<file path="src/rtl/uart_receiver_if.sv">
// Byte-side and line-side signals of the UART receiver.
// master is the receiver side; slave is the line driver / byte consumer side.
interface uart_receiver_if;
  logic       rcv;
  logic       ack;
  logic [7:0] data;
  logic       req;
  logic       err;
  logic       ovr;

  modport master (input rcv, ack, output data, req, err, ovr);
  modport slave  (output rcv, ack, input data, req, err, ovr);
endinterface

</file>
<file path="src/rtl/uart_receiver.sv">
// UART receiver: 2-flop sync, tick divider, frame FSM and a four-phase req/ack delivery FSM.
// Optional UART_RCV_GLITCH_FILTER_EN: 2-of-3 majority sampling around SAMPLE_TICK.
module uart_receiver #(
  parameter int DIVIDE        = 2,
  parameter int TICKS_PER_BIT = 9,
  parameter int SAMPLE_TICK   = 4
) (
  input  logic            clk,
  input  logic            clr,
  uart_receiver_if.master u
);
  localparam int DW  = (DIVIDE > 1) ? $clog2(DIVIDE) : 1;
  localparam int TCW = $clog2(TICKS_PER_BIT);

  typedef enum logic [2:0] {IDLE, START, DATA, STOP, WAIT_HIGH} rx_st_t;
  typedef enum logic [1:0] {H_IDLE, H_REQ, H_DROP} hs_st_t;

  rx_st_t         st, st_nx;
  hs_st_t         hs, hs_nx;
  logic           s1, rs;
  logic [DW-1:0]  div;
  logic [TCW-1:0] tc;
  logic [2:0]     idx, pos;
  logic [7:0]     sh, data_q;
  logic           run, tick, last, dec, bitv;
  logic           good, ferr, load, ovr_set;
  logic           err_q, ovr_q;

  always_ff @(posedge clk or negedge clr)
    if (!clr) begin
      s1 <= 1'b1;
      rs <= 1'b1;
    end else begin
      s1 <= u.rcv;
      rs <= s1;
    end

  // Divider and tick counter only run while a frame is in flight; IDLE pins them to 0.
  assign run  = st inside {START, DATA, STOP};
  assign tick = run && (div == DW'(DIVIDE - 1));
  assign last = tick && (tc == TCW'(TICKS_PER_BIT - 1));

  always_ff @(posedge clk or negedge clr)
    if (!clr) begin
      div <= '0;
      tc  <= '0;
    end else if (!run) begin
      div <= '0;
      tc  <= '0;
    end else begin
      div <= tick ? '0 : div + DW'(1);
      if (tick) tc <= last ? '0 : tc + TCW'(1);
    end

`ifdef UART_RCV_GLITCH_FILTER_EN
  logic m0, m1;
  assign dec  = tick && (tc == TCW'(SAMPLE_TICK + 1));
  assign bitv = (m0 & m1) | (m0 & rs) | (m1 & rs);

  always_ff @(posedge clk or negedge clr)
    if (!clr) begin
      m0 <= 1'b1;
      m1 <= 1'b1;
    end else begin
      if (tick && tc == TCW'(SAMPLE_TICK - 1)) m0 <= rs;
      if (tick && tc == TCW'(SAMPLE_TICK))     m1 <= rs;
    end
`else
  assign dec  = tick && (tc == TCW'(SAMPLE_TICK));
  assign bitv = rs;
`endif

  always_comb begin
    st_nx = st;
    good  = 1'b0;
    ferr  = 1'b0;
    case (st)
      IDLE:      if (!rs) st_nx = START;
      START:     if (dec && bitv) st_nx = IDLE;
                 else if (last)   st_nx = DATA;
      DATA:      if (last && idx == 3'd7) st_nx = STOP;
      STOP:      if (dec) begin
                   if (bitv) begin
                     good  = 1'b1;
                     st_nx = IDLE;
                   end else begin
                     ferr  = 1'b1;
                     st_nx = WAIT_HIGH;
                   end
                 end
      WAIT_HIGH: if (rs) st_nx = IDLE;
      default:   st_nx = IDLE;
    endcase
  end

  // Wire order is data[1..7] then data[0]; a 3-bit idx+1 wraps 7 onto bit 0.
  assign pos = idx + 3'd1;

  always_ff @(posedge clk or negedge clr)
    if (!clr) begin
      st  <= IDLE;
      idx <= '0;
      sh  <= '0;
    end else begin
      st <= st_nx;
      if (st == START)             idx <= '0;
      else if (st == DATA && last) idx <= idx + 3'd1;
      if (st == DATA && dec)       sh[pos] <= bitv;
    end

  // A byte is only accepted when the consumer side is fully back in H_IDLE.
  always_comb begin
    hs_nx   = hs;
    load    = 1'b0;
    ovr_set = good && (hs != H_IDLE);
    case (hs)
      H_IDLE:  if (good) begin
                 hs_nx = H_REQ;
                 load  = 1'b1;
               end
      H_REQ:   if (u.ack)  hs_nx = H_DROP;
      H_DROP:  if (!u.ack) hs_nx = H_IDLE;
      default: hs_nx = H_IDLE;
    endcase
  end

  always_ff @(posedge clk or negedge clr)
    if (!clr) begin
      hs     <= H_IDLE;
      data_q <= 8'h00;
      err_q  <= 1'b0;
      ovr_q  <= 1'b0;
    end else begin
      hs    <= hs_nx;
      err_q <= ferr;
      ovr_q <= ovr_set;
      if (load) data_q <= sh;
    end

  assign u.data = data_q;
  assign u.req  = (hs == H_REQ);
  assign u.err  = err_q;
  assign u.ovr  = ovr_q;
endmodule

</file>
<file path="src/flat_wrapper.sv">
// flat-port wrapper written by rule: the top's interface ports become plain ports
module uart_receiver_flat 
#(
  parameter int DIVIDE        = 2,
  parameter int TICKS_PER_BIT = 9,
  parameter int SAMPLE_TICK   = 4
)
  (clk, clr, u_rcv, u_ack, u_data, u_req, u_err, u_ovr);
  uart_receiver_if u_i ();
  input  logic clk;
  input  logic clr;
  input wire logic [$bits(u_i.rcv)-1:0] u_rcv;
  input wire logic [$bits(u_i.ack)-1:0] u_ack;
  output wire logic [$bits(u_i.data)-1:0] u_data;
  output wire logic [$bits(u_i.req)-1:0] u_req;
  output wire logic [$bits(u_i.err)-1:0] u_err;
  output wire logic [$bits(u_i.ovr)-1:0] u_ovr;
  assign u_i.rcv = u_rcv;
  assign u_i.ack = u_ack;
  assign u_data = u_i.data;
  assign u_req = u_i.req;
  assign u_err = u_i.err;
  assign u_ovr = u_i.ovr;
  uart_receiver #(.DIVIDE(DIVIDE), .TICKS_PER_BIT(TICKS_PER_BIT), .SAMPLE_TICK(SAMPLE_TICK)) u_core (.clk(clk), .clr(clr), .u(u_i));
endmodule
</file>
<file path="config.mk">
export PLATFORM = sky130hd
export DESIGN_NAME = uart_receiver_flat
export DESIGN_NICKNAME = d
export VERILOG_FILES = /design/src/rtl/uart_receiver_if.sv /design/src/rtl/uart_receiver.sv /design/src/flat_wrapper.sv
export SDC_FILE = /design/constraint.sdc
export NUM_CORES = 1
export LEC_CHECK = 0
export BUFFER_PORTS_ARGS = -buffer_cell sky130_fd_sc_hd__clkbuf_2
export CORE_MARGIN = 3
export CORE_UTILIZATION = 57
export CTS_CLUSTER_DIAMETER = 60
export DETAILED_ROUTE_END_ITERATION = 10
export PLACE_DENSITY = 0.77
export SLEW_MARGIN = 30
export SYNTH_ARGS = -nofsm -noshare
export SYNTH_HDL_FRONTEND = slang
export SYNTH_SLANG_ARGS = --single-unit
</file>
<file path="constraint.sdc">
create_clock -name clk -period 2.35 [get_ports clk]
set_input_delay 0.3525 -clock clk [delete_from_list [all_inputs] [get_ports clk]]
set_output_delay 0.3525 -clock clk [all_outputs]
set_load 0.02 [all_outputs]
</file>
## Word-level counts from Yosys, hierarchy flattened

Cells that the tools add are included.

- Memory bits (read-only): 0
- Bits in registers: 33
- Bits in writable memories: 0
- Bits in latches: 0
- Output and inout port bits: 11
- Memories kept: 0

- Shifts and indexed selects: 0
- Muxes and demuxes: 30
- Eq/ne operators: 18
- Order comparisons: 2
- Reductions and logical operators: 16
- Divide/modulo/power cells: 0
- Add/subtract/negate cells: 3
- Bitwise operators: 0
- Multipliers: 0

Operators by type and width:

| kind | count |
|---|---|
| $mux W3 | 9 |
| $pmux W3 S5 | 1 |
| $mux W4 | 3 |
| $mux W1 | 11 |
| $logic_and A1 B1 Y1 | 9 |
| $bwmux W8 | 1 |
| $ne A2 B1 Y1 const B | 4 |
| $ne A2 B2 Y1 const B | 4 |
| $eq A3 B2 Y1 const B | 2 |
| $eq A3 B3 Y1 const B | 2 |
| $mux W2 | 3 |
| $pmux W2 S3 | 1 |
| $reduce_and A5 Y1 | 1 |
| $add A4 B1 Y4 const B | 1 |
| $eq A4 B3 Y1 const B | 1 |
| $eq A4 B4 Y1 const B | 1 |
| $lt A3 B4 Y1 const B | 1 |
| $reduce_bool A2 Y1 | 2 |
| $add A3 B1 Y3 const B | 1 |
| $demux W1 S3 | 1 |
| $eq A3 B1 Y1 const B | 1 |
| $ge A3 B1 Y1 const B | 1 |
| $logic_not A3 Y1 | 1 |
| $ne A3 B2 Y1 const B | 1 |
| 6 further kinds | 6 |

## Logic depth before layout (Yosys ltp)

Gate-level depths: netlist of the first run.

- Word-level depth: 8
- Gate-level depth with buffers: 6
- Gate-level depth less buffers: 5

## Worst setup path after synthesis of the first run

OpenSTA, ideal clock, no wires.

- Path type: register to register
- From: reg u_core.tc[0]
- To: reg u_core.data_q[0], in the netlist u_core.u.data[0]
- Period minus slack after synthesis: 1.779 ns
- Slack: 0.571 ns
- Data arrival time: 1.655 ns
- Data required time: 2.225 ns
- Cell stages (with the launch flop): 6
- Path through: dfrtp_1 -> inv_1 -> ha_1 -> nand4b_2 -> nor4_4 -> mux2_2

- Cells in the longest elaborated chain, start to end: 6

RTL lines:

| element | line | RTL |
|---|---|---|
| from (decl) | uart_receiver.sv:22 | `logic [TCW-1:0] tc;` |
| from (signal assigned) | uart_receiver.sv:52 | `if (tick) tc <= last ? '0 : tc + TCW'(1);` |
| $eq A4 B3 Y1 | uart_receiver.sv:69 | `assign dec = tick && (tc == TCW'(SAMPLE_TICK));` |
| $logic_and A1 B1 Y1 | uart_receiver.sv:69 |  |
| $mux W1 | uart_receiver.sv:82 | `STOP: if (dec) begin` |
| $mux W1 | uart_receiver.sv:77 | `case (st)` |
| $mux W1 | uart_receiver.sv:117 | `H_IDLE: if (good) begin` |
| $mux W1 | uart_receiver.sv:116 | `case (hs)` |
| to (signal assigned) | uart_receiver.sv:137 | `if (load) data_q <= sh;` |
| to (decl) | uart_receiver.sv:24 | `logic [7:0] sh, data_q;` |

Every way passes these cells.
A chain may end at the register's enable or synchronous reset.

## Final worst setup path of the first run

- From: reg u_core.tc[0]
- To: reg u_core.data_q[7], in the netlist u_core.u.data[7]

Same word-level chain as after synthesis.

==> results by group, run 1 <==
Run status
  • Status: complete, no violations

Worst setup path
  • Crit. End Element: register
  • Critical-path cell list: inv_1 > ha_1 > nand4b_2 > nor4_4 > mux2_2
  • Top delay family on crit path: simple AND/OR/NAND/NOR gates
  • Worst-path maximum fanout: 8
  • CP Data Arrival Time: 2220 ps
  • CP Buf/Inv Count: 1
  • Startpoint Class: register
  • Max incr delay on CP: 550 ps
  • CP required: 2560 ps
  • Setup Crit Path Kind: reg -> reg
  • CP max-delay cell: nor4_4

Route
  • Routed Antenna Nets: 0
  • Avg WL per Cell: 14.33 um
  • Via count: 1,063
  • Initial DRC count: 46
  • Vias/cell: 5.906
  • DRC viols: 0
  • Final wirelength: 2579 um
  • Drt pass-1 iters: 4

Finish
  • Layout Nets: 157
  • Ant. Diodes: 0
  • Final core area utilization: 68.19%
  • Reg area: 828.3 um^2
  • Layout overhead on the synthesized area: 11.23%
  • Area of the multi-input gates: 688.2 um^2
  • Fill cells: 187
  • Share of cells above drive strength 1: 32.67%

Timing
  • TNS Setup: 0 ps
  • Worst Max-Slew Pin Slew: 785.5 ps
  • Slew headroom: 47.63%
  • Achievable frequency: 496.4 MHz
  • Final hold violations: 0
  • Hold WS: 96.43 ps
  • Final period utilization: 85.72%
  • Setup violations, final: 0
  • Slew Limit Fails: 0
  • Clock skew: 6.318 ps
  • Fin worst setup slack: 335.7 ps
  • Fin crit period: 2014 ps
  • RSZ-0062 raised after global routing: no

Place
  • IO buf count: 14
  • Hpwl dp: 1816 um
  • Routability congestion estimate: 0.7445
  • Worst slack at placement: 311.0 ps

Synth
  • Register area share after synthesis: 53.09%
  • Area contributors post-synth: dfrtp_1, mux2_2, dfstp_2
  • Top-count cell post-synth: dfrtp_1
  • Asr flop ratio synth: 100.0%
  • Cell count after synthesis: 133
  • Post-synth EDFFs: 0
  • Commonest cells post-synth: dfrtp_1, mux2_2, nor2_1
  • Syn Area/Cell: 11.73 um^2
  • Yosys cell types: 38
  • Top cell type's share of synthesized area: 49.72%
  • Area of the mapped netlist: 1560 um^2
  • Top cell type by total area after synthesis: dfrtp_1
  • Most frequently used flop master after synthesis: dfrtp_1
  • Flops & latches, synth: 33
  • Syn nets: 141
  • Ys Warns: 0

Global routing
  • M3 GR Usage: 4.605%
  • Met2 Usage GRT: 27.91%
  • GR peak layer: met2
  • Met1 usage: 24.53%
  • Initial antenna violation count: 0
  • Pin count of the biggest net entering global routing: 34
  • Overall routing resource usage: 18.20%
  • GR Overflow Total: 0
  • Global-route wire length before repair: 4692 um
  • Vias in the first global route: 1,062

Power and ir drop
  • P_leak: 0.8287 nW
  • Power Density: 790.0 nW/um^2
  • Total Power: 0.001371 W
  • Peak supply drop: 0.0007355 V

Floorplan
  • Ports: 15
  • Core area: 2545 um^2
  • Total die area: 3401 um^2
  • Die Span Y: 58.32 um
  • Initial Util: 61.31%
  • Rows: 18
  • Die Wd: 58.32 um

Clock network
  • Skew-Pair Late Insertion Delay: 320 ps
  • Depth of the CTS H-tree: 2
  • CTS sink cnt: 33
  • Root Driver: clkbuf_4
  • Clock buffer depth: 2
  • CTS tree: done
  • Total setup buffers inserted after CTS: 0
  • Clk slew on worst S/H paths: 100 ps
  • Hold_buf cts: 0
  • Resize count post-CTS: 0
  • Total CTS buffers: 5

Worst hold path
  • Min-delay worst type: in -> async

Run
  • Max cap viols: 0
power breakdown:
part	switching, W	internal, W	total [W]	leakage (nW)
registers	0.0000673	0.000618	0.000685	0.444
clock network	0.000173	0.000254	0.000427	0.0455
logic	0.000148	0.000111	0.000259	0.339
worst reg2reg max path, delay by kind of cell (launching register included):
family        cells  cell delay [ps]
fa+ha+maj         1              230
simple gates      2              760
buf+inv           1               90
mux               1              410
flops             1              420
through the flow:
stage,std cells,cell area [um^2]
after detailed placement,172,1650
after floorplan,133,1560
after CTS,180,1735
after global placement,172,1650
final,180,1735
after global routing,180,1735
metal layers:
layer | share of wire [%] | wire, um
met5 | 0 | 0
met4 | 1.2 | 30
met3 | 6.4 | 166
met2 | 48 | 1227
met1 | 45 | 1155
final timing paths:
check / startpoint / to / slack, ps / depth (start not counted)
worst max-delay path: u_core.tc[0] / u_core.u.data[7] / 340 / 5
worst min-delay path: clr / u_core.u.err / 100 / 1
worst max register to register: u_core.tc[0] / u_core.u.data[7] / 340 / 5
worst min register to register: u_core.s1 / u_core.bitv / 360 / 0
max in group asynchronous: clr / u_core.tc[0] / 1760 / 1
min in group clk: u_rcv / u_core.s1 / 110 / 1
layout make-up:
| cell class | instances | area share (%) |
|---|---|---|
| inverter | 3 | 0.6489 |
| clock buffer | 7 | 3.172 |
| sequential | 33 | 47.73 |
| multi-input combinational | 90 | 39.65 |
| timing repair buffer | 16 | 4.903 |
| clock inverter | 1 | 1.730 |
| tap | 30 | 2.163 |
cell usage in the layout (no fill, tap or decap), types with 3 or more instances in the layout:
cell type / Yosys / routed
ha_1: 4 / 4
nand4_1: 4 / 4
inv_1: 3 / 3
nand2_1: 4 / 4
mux2_2: 16 / 16
clkbuf_2: 1 / 14
clkbuf_4: 1 / 5
a21oi_1: 8 / 8
or3_2: 3 / 3
nand3_1: 4 / 4
nand2b_1: 3 / 3
nand4b_1: 5 / 5
o21ai_0: 5 / 5
dfrtp_1: 31 / 31
nor2b_1: 4 / 4
nor2_1: 9 / 9
sequential cells by signal, indices dropped and copies added (netlist names), 2 cells and up:
signal and count:
u_core.tc 4, u_core.hs 2, u_core.u.data 8, u_core.idx 3, u_core.st 3, u_core.sh 8
logic make-up (layout without fill, tap and decap cells):
| family | count (synthesis) | in the layout | synth area share, % |
|---|---|---|---|
| and+or+nand+nor | 51 | 51 | 22.13 |
| DFF | 33 | 33 | 53.09 |
| AOI/OAI and AO/OA | 18 | 18 | 6.577 |
| muxes | 17 | 17 | 12.19 |
| buffers and inverters | 10 | 27 | 2.806 |
| adders and majority gates | 4 | 4 | 3.208 |
Power figures use the tool's default switching activity.
==> run 2, diff against run 1 <==
--- a/config.mk
+++ b/config.mk
@@ -11,6 +11,7 @@
 export CTS_CLUSTER_DIAMETER = 60
 export DETAILED_ROUTE_END_ITERATION = 10
 export PLACE_DENSITY = 0.77
+export RECOVER_POWER = 50
 export SLEW_MARGIN = 30
 export SYNTH_ARGS = -nofsm -noshare
 export SYNTH_HDL_FRONTEND = slang
==> run 2 against run 1 <==
Compared with the run above: the flow now finishes with violations (max-capacitance violations, max-slew violations); sequential share of layout area barely moved; via count rose by 0.19%; design area barely moved; core utilization barely moved; fmax barely moved; final cell count did not move; die area did not move; sequential power barely moved; clock power barely moved; non-clock buffer count did not move; clock skew barely moved; largest cell class unchanged; largest power group unchanged.
==> results by group, run 2 (synthesis gave the netlist of run 1 again) <==
Floorplan
  • Die Wd: 58.32 um
  • Core area: 2545 um^2
  • Initial Util: 61.31%
  • Ports: 15
  • Die Span Y: 58.32 um
  • Rows: 18
  • Total die area: 3401 um^2

Timing
  • Worst Max-Slew Pin Slew: 1662 ps
  • TNS Setup: 0 ps
  • Final hold violations: 0
  • RSZ-0062 raised after global routing: no
  • Setup violations, final: 0
  • Clock skew: 6.266 ps
  • Final period utilization: 85.69%
  • Achievable frequency: 496.6 MHz
  • Fin crit period: 2014 ps
  • Slew headroom: -10.77%
  • Slew Limit Fails: 34

Worst setup path
  • Max incr delay on CP: 550 ps
  • Worst-path maximum fanout: 8
  • CP startpoint: u_core.tc[0]
  • CP max-delay cell: nor4_4
  • Crit Reg-Reg Endpoint: u_core.u.data[7]
  • Startpoint Class: register
  • Reg2reg setup slack: 340 ps
  • Worst r2r path cells: 5
  • Setup Crit Path Kind: reg -> reg
  • Worst r2r src: u_core.tc[0]
  • Critical Path Sink: u_core.u.data[7]
  • Critical-path cell list: inv_1 > ha_1 > nand4b_2 > nor4_4 > mux2_2
  • CP Data Arrival Time: 2220 ps
  • CP required: 2560 ps
  • Crit. End Element: register

Clock network
  • Root Driver: clkbuf_4
  • Resize count post-CTS: 0
  • Clk slew on worst S/H paths: 90 ps
  • Total setup buffers inserted after CTS: 0
  • Hold_buf cts: 0
  • Skew-Pair Late Insertion Delay: 320 ps
  • CTS tree: done
  • CTS sink cnt: 33
  • Depth of the CTS H-tree: 2
  • Clock buffer depth: 2
  • Total CTS buffers: 5

Route
  • Vias/cell: 5.917
  • Avg WL per Cell: 14.23 um
  • Final wirelength: 2562 um
  • Via count: 1,065
  • Initial DRC count: 46
  • Drt pass-1 iters: 4
  • Routed Antenna Nets: 0
  • DRC viols: 0

Power and ir drop
  • Power Density: 790.7 nW/um^2
  • Sequential power share: 50.0%
  • Total Power: 0.001371 W
  • P_leak: 0.8257 nW
  • Gate power share: 18.8%
  • Switch Pwr: 0.0003889 W
  • P_int: 0.0009823 W
  • Clock power share: 31.2%
  • Switching Share: 28.36%
  • Peak supply drop: 0.0007339 V

Global routing
  • GR Overflow Total: 0
  • Vias in the first global route: 1,062
  • Initial antenna violation count: 0
  • Pin count of the biggest net entering global routing: 34
  • Global-route wire length before repair: 4692 um
  • Overall routing resource usage: 18.20%

Finish
  • Layout overhead on the synthesized area: 11.15%
  • Commonest non-fill, non-tap cell in the layout: dfrtp_1
  • Ant. Diodes: 0
  • Share of cells above drive strength 1: 32.00%
  • Most frequent cells in the layout: dfrtp_1, mux2_2, clkbuf_2
  • Layout Nets: 157

Place
  • IO buf count: 14
  • Hpwl dp: 1816 um
  • Routability congestion estimate: 0.7445

Run
  • Max cap viols: 1

Run status
  • Status: complete, but fails checks
  • Failing checks: max-capacitance violations, max-slew violations

Worst hold path
  • Min-delay worst type: in -> reg
[run 2: worst min-delay path by stage]
stage | from | endpoint | slack, ps | cells after the start
finish | u_rcv | u_core.s1 | 110 | 1
global route | u_rcv | u_core.s1 | 90 | 1
CTS | u_rcv | u_core.s1 | 100 | 1
detailed placement | u_core.s1 | u_core.bitv | 350 | 0
global placement | u_core.s1 | u_core.bitv | 350 | 0
floorplan | clr | u_core.div | 60 | 0
[run 2: layout make-up]
class | count | area (um^2)
Sequential cell | 33 | 828.3
Fill cell | 187 | 810.8
Multi-Input combinational cell | 90 | 688.2
Timing Repair Buffer | 16 | 83.83
Clock buffer | 7 | 55.05
Tap cell | 30 | 37.54
Clock inverter | 1 | 30.03
Inverter | 3 | 11.26
[run 2: metal layers]
layer | global-route usage [%] | vias to the layer above | wire length, um
li1 | - | 514 | -
met1 | 24.53 | 516 | 1146
met2 | 27.91 | 31 | 1230
met3 | 4.605 | 4 | 155
met4 | 7.947 | 0 | 30
met5 | 0 | - | 0
[run 2: worst max-delay path, delay by kind of cell (launching register included)]
family | cells | cell delay (ps)
simple gates | 2 | 750
flops | 1 | 420
buf+inv | 1 | 90
mux | 1 | 400
fa+ha+maj | 1 | 230
[run 2: power groups by stage]
| stage | Clock, W | Combinational, W | Sequential [W] |
|---|---|---|---|
| finish | 0.000428 | 0.000258 | 0.000685 |
| global route | 0.000466 | 0.000299 | 0.000697 |
| global placement | 0 | 0.000246 | 0.000692 |
| floorplan | 0 | 0.000218 | 0.000668 |
| detailed placement | 0 | 0.000260 | 0.000695 |
| CTS | 0.000441 | 0.000263 | 0.000685 |
[run 2: stage by stage]
stage | cell area (um^2) | hold slack, ps | utilization (%) | setup slack [ps] | instances
2_1_floorplan | 1560 | 56.91 | - | 570.8 | 133
3_3_place_gp | 1650 | 348.4 | 64.85 | 412.8 | 172
3_5_place_dp | 1650 | 347.0 | 64.85 | 311.0 | 172
4_1_cts | 1735 | 98.55 | 68.19 | 309.0 | 180
5_1_grt | 1734 | 85.73 | 68.14 | 198.9 | 180
6_report | 1734 | 110.0 | 68.14 | 336.2 | 180
==> run 3, diff against run 2 <==
--- a/config.mk
+++ b/config.mk
@@ -5,6 +5,8 @@
 export SDC_FILE = /design/constraint.sdc
 export NUM_CORES = 1
 export LEC_CHECK = 0
+export ABC_AREA = 1
+export ABC_CLOCK_PERIOD_IN_PS = 2350
 export BUFFER_PORTS_ARGS = -buffer_cell sky130_fd_sc_hd__clkbuf_2
 export CORE_MARGIN = 3
 export CORE_UTILIZATION = 57
==> run 3 against run 2 <==
Compared with the run above: worst hold slack worse by 15 ps; synthesized cell count up 32%; critical endpoint is now u_core.u.data[5]; setup slack better by 400 ps; total power down 5.9%; via count up 8.5%; design area down 2.2%; critical path type unchanged; the run still ends with max-capacitance violations, max-slew violations left.
==> results by group, run 3 <==
Floorplan
  • Ports: 15
  • Core area: 2522 um^2
  • Rows: 18
  • Die Wd: 57.84 um
  • Total die area: 3345 um^2
  • Die Span Y: 57.84 um
  • Initial Util: 60.71%

Timing
  • Final period utilization: 68.74%
  • Slew headroom: -11.81%
  • TNS Setup: 0 ps
  • Setup violations, final: 0
  • Hold WS: 95.45 ps
  • RSZ-0062 raised after global routing: no
  • Fin worst setup slack: 734.5 ps
  • Final hold violations: 0
  • Slew Limit Fails: 34
  • Fin crit period: 1615 ps
  • Achievable frequency: 619.0 MHz
  • Worst Max-Slew Pin Slew: 1677 ps
  • Clock skew: 8.544 ps

Clock network
  • Clk slew on worst S/H paths: 100 ps
  • Resize count post-CTS: 0
  • Depth of the CTS H-tree: 2
  • Skew-Pair Late Insertion Delay: 330 ps
  • CTS sink cnt: 33
  • Hold_buf cts: 0
  • Clock buffer depth: 2
  • Total CTS buffers: 5
  • Total setup buffers inserted after CTS: 0
  • CTS tree: done
  • Root Driver: clkbuf_4

Synth
  • Top cell type's share of synthesized area: 50.65%
  • Ys Warns: 0
  • Register area share after synthesis: 54.08%
  • Most frequently used flop master after synthesis: dfrtp_1
  • Syn Area/Cell: 8.702 um^2
  • Area of the mapped netlist: 1531 um^2
  • Area contributors post-synth: dfrtp_1, nand2_1, nand3_1
  • Synth Area in Compound Gates: 6.209%
  • Commonest cells post-synth: nand2_1, dfrtp_1, inv_1
  • XOR/XNOR Fraction of Synth Area: 1.144%
  • Post-Synth Adder-Cell Area: 3.268%
  • Flops & latches, synth: 33
  • Mux cell area share after synthesis: 0%
  • Syn nets: 184
  • Largest family of logic cells by synthesized area: simple AND/OR/NAND/NOR gates
  • Asr flop ratio synth: 100.0%
  • Synth Area in Simple Gates: 29.33%
  • Yosys cell types: 25
  • Cell count after synthesis: 176
  • Top cell type by total area after synthesis: dfrtp_1
  • Post-synth EDFFs: 0
  • Top-count cell post-synth: nand2_1

Worst setup path
  • Crit. End Element: register
  • Worst-path maximum fanout: 9
  • Critical-path cell list: inv_1 > ha_1 > nand3_1 > inv_1 > nand4_2 > nor2_4 > inv_2 > nand2_1 > nand2_1
  • Setup Crit Path Kind: reg -> reg
  • CP max-delay cell: dfrtp_1
  • Max incr delay on CP: 420 ps
  • CP required: 2590 ps
  • CP Data Arrival Time: 1850 ps
  • Startpoint Class: register

Run status
  • Status: complete, but fails checks
  • Failing checks: max-capacitance violations, max-slew violations

Place
  • IO buf count: 14
  • Dpl cells: 218
  • Post-DP Area: 1630 um^2
  • Worst slack at placement: 748.0 ps
  • Routability congestion estimate: 0.8859
  • Hpwl dp: 1902 um

Finish
  • Area of the multi-input gates: 609.3 um^2
  • Reg area: 828.3 um^2
  • Share of cells above drive strength 1: 17.35%
  • Design area: 1697 um^2
  • Layout Nets: 203
  • Ant. Diodes: 0
  • Layout overhead on the synthesized area: 10.78%
  • Most frequent cells in the layout: nand2_1, dfrtp_1, inv_1
  • Commonest non-fill, non-tap cell in the layout: nand2_1
  • Final cell count without fillers: 226
  • Fill cells: 206

Global routing
  • Global-route wire length before repair: 4547 um
  • Overall routing resource usage: 18.04%
  • Pin count of the biggest net entering global routing: 34
  • GR Overflow Total: 0
  • Initial antenna violation count: 0
  • Vias in the first global route: 1,096

Power and ir drop
  • Peak supply drop: 0.0006916 V
  • Power Density: 760.5 nW/um^2
  • P_leak: 0.9094 nW

Route
  • Final wirelength: 2605 um
  • Via count: 1,155
  • Initial DRC count: 47
  • Routed Antenna Nets: 0
  • Avg WL per Cell: 11.53 um
  • Drt pass-1 iters: 4
  • Vias/cell: 5.111
  • DRC viols: 0

Run
  • Max cap viols: 1

Worst hold path
  • Min-delay worst type: in -> reg
[run 3: cell types whose count changed in the layout (fill, tap and decap cells not counted), sizes merged, moves of 8 or more]
cell   delta
nand2    +50
inv      +19
mux2     -16
nand3    +14
o21ai     +9
nor2      +8
[run 3: where the power goes]
part | switching, W | total, W | internal, W
Combinational | 0.000194 | 0.000283 | 0.0000890
Sequential | 0.0000358 | 0.000647 | 0.000611
Clock | 0.000187 | 0.000360 | 0.000173
[run 3: kinds of logic (layout without fill, tap and decap cells)]
family / count (synthesis) / in the layout
buf+inv: 24 / 44
compound gates: 18 / 18
flops: 33 / 33
fa+ha+maj: 4 / 4
xor+xnor: 2 / 2
simple gates: 95 / 95
[run 3: metrics by stage]
step	utilization (%)	power (W)
finish	67.26	0.001290
global placement	64.63	0.0009224
global route	67.26	0.001376
CTS	67.41	0.001303
floorplan	-	0.0008753
detailed placement	64.63	0.0009411
[run 3: critical path, delay by kind of cell, from the launching register on]
kind,cells,cell delay [ps]
fa+ha+maj,1,170
flops,1,420
buf+inv,3,350
simple gates,5,590
[run 3: cell type report]
class	instances	share of cell area (%)
clock buffer	7	3.835
inverter	22	4.867
clock inverter	1	0.2950
multi-input combinational	119	35.91
timing repair buffer	14	4.056
sequential	33	48.82
tap	30	2.212
[run 3: path summary, 6_finish.rpt]
kind / end / cells past startpoint / startpoint / slack (ps)
hold reg to reg: u_core.bitv / 0 / u_core.s1 / 360
hold / removal: u_core.s1 / 1 / u_rcv / 100
max in group asynchronous: u_core.st[2] / 1 / clr / 940
min in group asynchronous: u_core.tc[3] / 1 / clr / 440
setup reg to reg: u_core.u.data[5] / 9 / u_core.tc[0] / 730
setup / recovery: u_core.u.data[5] / 9 / u_core.tc[0] / 730
[run 3: metal layers]
layer	GRT usage, %	wire length [um]	vias up	part of all wire (%)
met3	6.682	131	6	5.0
met5	0	0	-	0
met4	7.285	42	0	1.6
li1	-	-	599	-
met2	27.42	1158	21	44
met1	23.43	1272	529	49
